--- src/rtl/serial_adder.sv ---
// Bit-serial WIDTH-bit adder: one full-adder cell walks the operand shifters LSB first,
// with valid/ready handshakes on both the operand and result sides.
module serial_adder #(
  parameter int unsigned WIDTH = 8
) (
  input  logic             clk,
  input  logic             reset,
  input  logic             in_valid,
  output logic             in_ready,
  input  logic [WIDTH-1:0] a,
  input  logic [WIDTH-1:0] b,
  input  logic             cin,
  output logic             out_valid,
  input  logic             out_ready,
  output logic [WIDTH-1:0] sum,
  output logic             cout
);

  localparam int unsigned CntW = $clog2(WIDTH) + 1;
  localparam logic [CntW-1:0] LastCnt = CntW'(WIDTH - 1);

  typedef enum logic [1:0] {StIdle, StRun, StHold} state_e;

  state_e          state_q, state_d;
  logic [WIDTH-1:0] a_q, a_d, b_q, b_d;
  logic [WIDTH-1:0] sh_q, sh_d;
  logic [WIDTH-1:0] sum_q, sum_d;
  logic             carry_q, carry_d;
  logic             cout_q, cout_d;
  logic [CntW-1:0]  cnt_q, cnt_d;

  logic             bit_s;
  logic             maj_s;
  logic [WIDTH-1:0] sh_next;

  always_comb begin
    bit_s = a_q[0] ^ b_q[0] ^ carry_q;
    maj_s = (a_q[0] & b_q[0]) | (a_q[0] & carry_q) | (b_q[0] & carry_q);
    // Written as shift-then-insert so WIDTH=1 needs no empty slice.
    sh_next            = sh_q >> 1;
    sh_next[WIDTH-1]   = bit_s;
  end

  always_comb begin
    state_d = state_q;
    a_d     = a_q;
    b_d     = b_q;
    sh_d    = sh_q;
    sum_d   = sum_q;
    carry_d = carry_q;
    cout_d  = cout_q;
    cnt_d   = cnt_q;
    unique case (state_q)
      StIdle: begin
        if (in_valid) begin
          a_d     = a;
          b_d     = b;
          carry_d = cin;
          cnt_d   = '0;
          state_d = StRun;
        end
      end
      StRun: begin
        a_d     = a_q >> 1;
        b_d     = b_q >> 1;
        carry_d = maj_s;
        sh_d    = sh_next;
        cnt_d   = cnt_q + CntW'(1);
        if (cnt_q == LastCnt) begin
          sum_d   = sh_next;
          cout_d  = maj_s;
          state_d = StHold;
        end
      end
      StHold: begin
        if (out_ready) begin
          state_d = StIdle;
        end
      end
      default: state_d = StIdle;
    endcase
  end

  always_ff @(posedge clk) begin
    if (!reset) begin
      state_q <= StIdle;
      a_q     <= '0;
      b_q     <= '0;
      sh_q    <= '0;
      sum_q   <= '0;
      carry_q <= 1'b0;
      cout_q  <= 1'b0;
      cnt_q   <= '0;
    end else begin
      state_q <= state_d;
      a_q     <= a_d;
      b_q     <= b_d;
      sh_q    <= sh_d;
      sum_q   <= sum_d;
      carry_q <= carry_d;
      cout_q  <= cout_d;
      cnt_q   <= cnt_d;
    end
  end

  assign in_ready  = (state_q == StIdle);
  assign out_valid = (state_q == StHold);
  assign sum       = sum_q;
  assign cout      = cout_q;

endmodule

--- config.mk ---
export PLATFORM = sky130hd
export DESIGN_NAME = serial_adder
export DESIGN_NICKNAME = d
export VERILOG_FILES = /design/src/rtl/serial_adder.sv
export SDC_FILE = /design/constraint.sdc
export NUM_CORES = 1
export LEC_CHECK = 0
export BUFFER_PORTS_ARGS = -buffer_cell sky130_fd_sc_hd__clkbuf_2
export CAP_MARGIN = 25
export CORE_ASPECT_RATIO = 1.25
export CORE_MARGIN = 5
export CORE_UTILIZATION = 35
export CTS_BUF_LIST = sky130_fd_sc_hd__clkbuf_8
export DETAILED_ROUTE_END_ITERATION = 16
export PLACE_DENSITY_LB_ADDON = 0.2
export SYNTH_ARGS = -nofsm -noshare
export SYNTH_HDL_FRONTEND = slang
export SYNTH_SLANG_ARGS = --single-unit
--- constraint.sdc ---
create_clock -name clk -period 2.7 [get_ports clk]
set_clock_uncertainty 0.15 [all_clocks]
set_input_delay 0.54 -clock clk [delete_from_list [all_inputs] [get_ports clk]]
set_output_delay 0.54 -clock clk [all_outputs]
set_load 0.02 [all_outputs]
==> results.toml, run 1 <==
[timing]
slew_headroom_pct = 64.5
setup_viol = 0
fmax_mhz = 475
fin_crit_sh_pct = 78.0
finalHoldViolations = 0
fin_crit_ps = 2110
fin_setup_tns_ps = 0
rsz0062_at_grt = "no"
drv_slew = 0
tightest_slew_ps = 531
worst_slack_ps = 593

[cts]
cts_inserted_buffers = 5
path_clk_slew_ps = 70
cts_root_buf = "clkbuf_8"
cts_resized = 0
post_cts_buffers = 0
cts.path.max_buffers = 2
clock-sinks = 39
clk_latency_ps = 290
holdBufCountCts = 0
h-tree-depth = 2
cts_tree = "built"

[detailed_routing]
antenna_left = 0
drt-pass1-iter-count = 4
drc = 0
wl_um = 3480
vias = 1381
avgRoutedWirePerCell_um = 12.4
dr.first_iter.drc_count = 64
vias_per_cell = 4.93

[floorplanning]
core_um2 = 4690
rows = 28
pin_count = 32
start_util_pct = 35.8
die_area_um2 = 6300
die_height_um = 87.5
die_width_um = 72.0

[global_routing]
antenna_found_initial = 0
top_usage_layer = "met2"
grt_pass1_wl_um = 6140
use_met3_pct = 3.93
globalRouteTotalUtil_pct = 12.4
grt_pass1_vias = 1360
grt-ovfl-total = 0
grt_max_degree = 24
grt_use_met1_pct = 15.1
use_met2_pct = 19.3

[power_and_ir_drop]
irDropWorstVdd_mv = 0.337
powerDensity_nw_per_um2 = 578
p_leak_uw = 0.000730

[synthesis]
netlist_area_um2 = 1680
synthSimpleGateAreaFrac_pct = 16.6
synth.distinct_cells = 30
synth_cells = 195
synth_top_family_by_area = "compound AO/OA/AOI/OAI gates"
muxShareOfSynthArea_pct = 5.96
yosysSeqAreaShare_pct = 46.5
synth_seq_cells = 39
synth_compound_area_share_pct = 22.6
synth_fa_ha_area_share_pct = 1.94
syn_nets = 218
syn_area_per_cell_um2 = 8.62
synth_xor_area_share_pct = 0
yosysWarnings = 0

[critical_path]
required_ps = 2010
start_kind = "register"
critPathMaxFanout = 17
end_kind = "output pin"
critPathKind = "register to output pin"
arrival_ps = 1420

[placement]
dp_slack_ps = 909
portBuffers = 31
place_area_um2 = 1830
hpwl_um = 2460
gp_congestion = 0.747

[finish]
stdcell_area_um2 = 1910
drive_gt1_share_pct = 19.1
final_net_count = 242
antenna_cells = 0
area_growth_pct = 13.7
nFillCells = 527
postLayoutCoreUtil_pct = 40.7

[outcome]
run_status = "finished, final reports clean"

[run]
maxCapViolations = 0

[worst_hold_path]
min_path_type = "register to register"
-- where the power goes --
group / internal (uW) / switching [uW]
sequential: 602 / 18.0
clock: 174 / 196
combinational: 48.1 / 66.4
total: 824 / 281
-- cell usage in the layout (no fill, tap or decap) --
cell type | Yosys | final
a21oi_1 | 23 | 23
a22oi_1 | 1 | 1
a31oi_1 | 1 | 1
a32oi_1 | 2 | 2
and4b_1 | 1 | 1
and4b_4 | 1 | 1
buf_4 | 0 | 2
clkbuf_2 | 0 | 31
clkbuf_8 | 0 | 5
clkinv_2 | 0 | 1
dfxtp_1 | 39 | 39
fa_1 | 1 | 1
ha_1 | 1 | 1
inv_1 | 3 | 5
mux2i_1 | 10 | 10
nand2_1 | 36 | 36
nand2b_1 | 2 | 2
nand3_1 | 2 | 2
nor2_1 | 18 | 18
nor2b_4 | 1 | 1
nor3_1 | 2 | 2
o21a_1 | 1 | 1
o21ai_0 | 15 | 15
o21ba_2 | 1 | 1
o21bai_1 | 1 | 1
o22ai_1 | 3 | 3
o2bb2ai_1 | 12 | 12
o32a_1 | 1 | 1
or3_1 | 1 | 1
-- critical path, stage by stage, from the launching register on --
cell	delay, ps
dfxtp_1	480
inv_1	300
nor2_1	170
clkbuf_2	180
-- worst paths after layout --
| check | end | slack, ps | cells past startpoint | startpoint |
|---|---|---|---|---|
| min reg2reg | sum[5] | 310 | 2 | sum[5] |
| max | out_valid | 590 | 3 | state_q[1] |
| min | sum[5] | 310 | 2 | sum[5] |
| max reg2reg | sum[6] | 950 | 3 | state_q[0] |
-- stage by stage --
step | power (uW) | instances | hold slack, ps
floorplan | 719 | 195 | 287
global placement | 752 | 272 | 292
detailed placement | 750 | 272 | 297
CTS | 1120 | 280 | 310
global route | 1160 | 280 | 325
finish | 1100 | 280 | 305
-- synth_stat cells --
| master | n | area, um^2 |
|---|---|---|
| a31oi_1 | 1 | 6.26 |
| o22ai_1 | 3 | 18.8 |
| fa_1 | 1 | 20.0 |
| a32oi_1 | 2 | 17.5 |
| a21oi_1 | 23 | 115 |
| o21a_1 | 1 | 7.51 |
| o2bb2ai_1 | 12 | 105 |
| dfxtp_1 | 39 | 781 |
| clkbuf_1 | 8 | 30.0 |
| or3_1 | 1 | 6.26 |
| inv_1 | 3 | 11.3 |
| o21ai_0 | 15 | 75.1 |
| o32a_1 | 1 | 10.0 |
| and4b_1 | 1 | 10.0 |
| buf_8 | 1 | 15.0 |
| and4b_4 | 1 | 13.8 |
| buf_1 | 2 | 7.51 |
| nand2_1 | 36 | 135 |
| nor3_1 | 2 | 10.0 |
| nor2_1 | 18 | 67.6 |
| nor2b_4 | 1 | 13.8 |
| ha_1 | 1 | 12.5 |
| nand2b_1 | 2 | 12.5 |
| o21ba_2 | 1 | 10.0 |
| nand3_1 | 2 | 10.0 |
| a22oi_1 | 1 | 7.51 |
| o21bai_1 | 1 | 7.51 |
| buf_2 | 2 | 10.0 |
| mux2i_1 | 10 | 100 |
| buf_6 | 3 | 33.8 |
-- state kept, by name, indices dropped and copies added, names as in the netlist --
| signal | cells |
|---|---|
| cnt_q | 4 |
| b_q | 8 |
| cout | 1 |
| sum | 8 |
| sh_q | 7 |
| a_q | 8 |
| carry_q | 1 |
| state_q | 2 |
-- final cells by class --
| cell class | instances | area [um^2] | area share [%] |
|---|---|---|---|
| multi-input cells | 137 | 792 | 41.5 |
| clock inverters | 3 | 12.5 | 0.655 |
| flip-flops and latches | 39 | 781 | 40.9 |
| well taps | 60 | 75.1 | 3.93 |
| repair buffers | 33 | 170 | 8.91 |
| inverters | 3 | 11.3 | 0.589 |
| clock buffers | 5 | 68.8 | 3.60 |
-- cells by family after synthesis --
| kind of cell | after synthesis |
|---|---|
| buffers and inverters | 19 |
| adders and majority gates | 2 |
| DFF | 39 |
| muxes | 10 |
| and+or+nand+nor | 64 |
| AOI/OAI and AO/OA | 61 |
-- metal layers --
| layer | share of wire (%) | vias to the layer above |
|---|---|---|
| met3 | 5.4 | 8 |
| met4 | 2.3 | 0 |
| met5 | 0 | - |
| met1 | 46 | 609 |
| met2 | 46 | 39 |
| li1 | - | 725 |
(Power assumes the default switching activity.)
==> inputs of run 2 (changes only) <==
==> constraint.sdc (replaced) <==
create_clock -name clk -period 1.99 [get_ports clk]
set_clock_uncertainty 0.15 [all_clocks]
set_input_delay 0.398 -clock clk [delete_from_list [all_inputs] [get_ports clk]]
set_output_delay 0.398 -clock clk [all_outputs]
set_load 0.02 [all_outputs]
==> run 2 against run 1 <==
Effect of this change: via count is 0.29% higher; utilization is 0.93 points higher; critical path depth stayed put; critical path type unchanged; count of clock-buffer cells in the layout is 1 higher; register-to-register slack worse by 570 ps; hold slack worse by 73 ps; combinational power is 43% higher; clock power is 84% higher; sequential power is 35% higher.
==> results.toml, run 2 (same netlist as run 1, synthesis figures left out) <==
[timing]
setup_viol = 0
whs_ps = 232
fin_crit_sh_pct = 87.7
fin_crit_ps = 1750
fmax_mhz = 573
slew_headroom_pct = 67.5
tightest_slew_ps = 487
drv_slew = 0
worst_slack_ps = 244
rsz0062_at_grt = "no"
finalHoldViolations = 0
fin_setup_tns_ps = 0

[critical_path]
required_ps = 1440
critPathKind = "register to output pin"
cpPeakStageDelay_ps = 310
crit_path_cell_trace = "buf_4, nor2_1, clkbuf_2"
slowest_stage = "dfxtp_1"
end_kind = "output pin"
critPathMaxFanout = 24
arrival_ps = 1200
reg2regPathDepth = 4
start_kind = "register"

[detailed_routing]
dr.first_iter.drc_count = 77
antenna_left = 0
wl_met3_um = 173
routed.top_layer = "met4"
avgRoutedWirePerCell_um = 13.0
vias = 1385
wl_um = 3640
vias_per_cell = 4.93
drc = 0
wl_met2_um = 1740
wl_met1_um = 1680
drt-pass1-iter-count = 4

[finish]
nFillCells = 500
stdcell_area_um2 = 1950
final_net_count = 243
final_cell_mix = "39 x dfxtp_1, 36 x nand2_1, 31 x clkbuf_2"
multi_input_area_um2 = 792
antenna_cells = 0
area_growth_pct = 16.3
final_common_cell = "dfxtp_1"
drive_gt1_share_pct = 20.4
seqCellArea_um2 = 781

[cts]
path_clk_slew_ps = 80
cts.path.max_buffers = 2
cts_tree = "built"
holdBufCountCts = 0
clk_latency_ps = 290
h-tree-depth = 2
cts_root_buf = "clkbuf_8"
post_cts_buffers = 0
cts_inserted_buffers = 5
clock-sinks = 39
cts_resized = 0

[placement]
gp_congestion = 0.721
place_area_um2 = 1840
portBuffers = 31
dp_slack_ps = 375
hpwl_um = 2490

[outcome]
run_status = "finished, final reports clean"

[floorplanning]
core_um2 = 4690
pin_count = 32
die_height_um = 87.5
die_area_um2 = 6300
rows = 28
die_width_um = 72.0
start_util_pct = 35.8

[global_routing]
grt-ovfl-total = 0
grt_pass1_wl_um = 6420
antenna_found_initial = 0
grt_max_degree = 31
globalRouteTotalUtil_pct = 12.9
grt_pass1_vias = 1398

[power_and_ir_drop]
pwr-share-comb_pct = 9.7
p_switching_uw = 390
power.share.sequential_pct = 49.9
fin_total_pwr_uw = 1680
p_sw_share_pct = 23.3
p_leak_uw = 0.000745
power.internal_uw = 1290
powerDensity_nw_per_um2 = 859
pwr-share-clk_pct = 40.4
irDropWorstVdd_mv = 0.415

[run]
maxCapViolations = 0

[worst_hold_path]
min_path_type = "input port to register"
hold_depth = 3
-- run 2: cell count changes in the layout (fill, tap and decap cells not counted), sizes merged --
cell / before / now
inv: 5 / 3
buf: 2 / 3
clkbuf: 36 / 37
bufinv: 0 / 1
-- run 2: routing by layer --
metal	global-route usage [%]	up-vias
li1	-	722
met1	16.1	622
met2	21.2	37
met3	3.46	4
met4	5.13	0
met5	0	-
-- run 2: power groups by stage --
stage	Clock [uW]	Sequential, uW	Combinational (uW)
global placement	0	855	162
floorplan	0	850	125
global route	729	843	187
CTS	704	837	165
detailed placement	0	855	164
finish	679	837	163
-- run 2: worst max-delay path: cells and delay by family, from the launching register on --
kind | cells | cell delay, ps
simple gates | 1 | 190
buf+inv | 2 | 410
flops | 1 | 310
-- run 2: area by class of cell --
cell class	count	area share, %
Clock inverter	2	1.79
Timing Repair Buffer	34	9.09
Clock buffer	6	4.23
Sequential cell	39	39.9
Multi-Input combinational cell	137	40.5
Tap cell	60	3.84
Inverter	3	0.576
-- run 2: stage by stage --
| stage | std cells | utilization (%) |
|---|---|---|
| 4_1_cts | 281 | 41.6 |
| 3_3_place_gp | 273 | 39.1 |
| 5_1_grt | 281 | 41.6 |
| 3_5_place_dp | 273 | 39.1 |
| 2_1_floorplan | 195 | - |
| 6_report | 281 | 41.6 |
-- run 2: path summary, 6_finish.rpt --
kind,slack (ps),endpoint,startpoint
worst max-delay path,240,in_ready,state_q[0]
worst min-delay path,230,b_q[7],b[7]
worst max register to register,380,cnt_q[3],state_q[0]
worst min register to register,310,sum[4],sum[4]
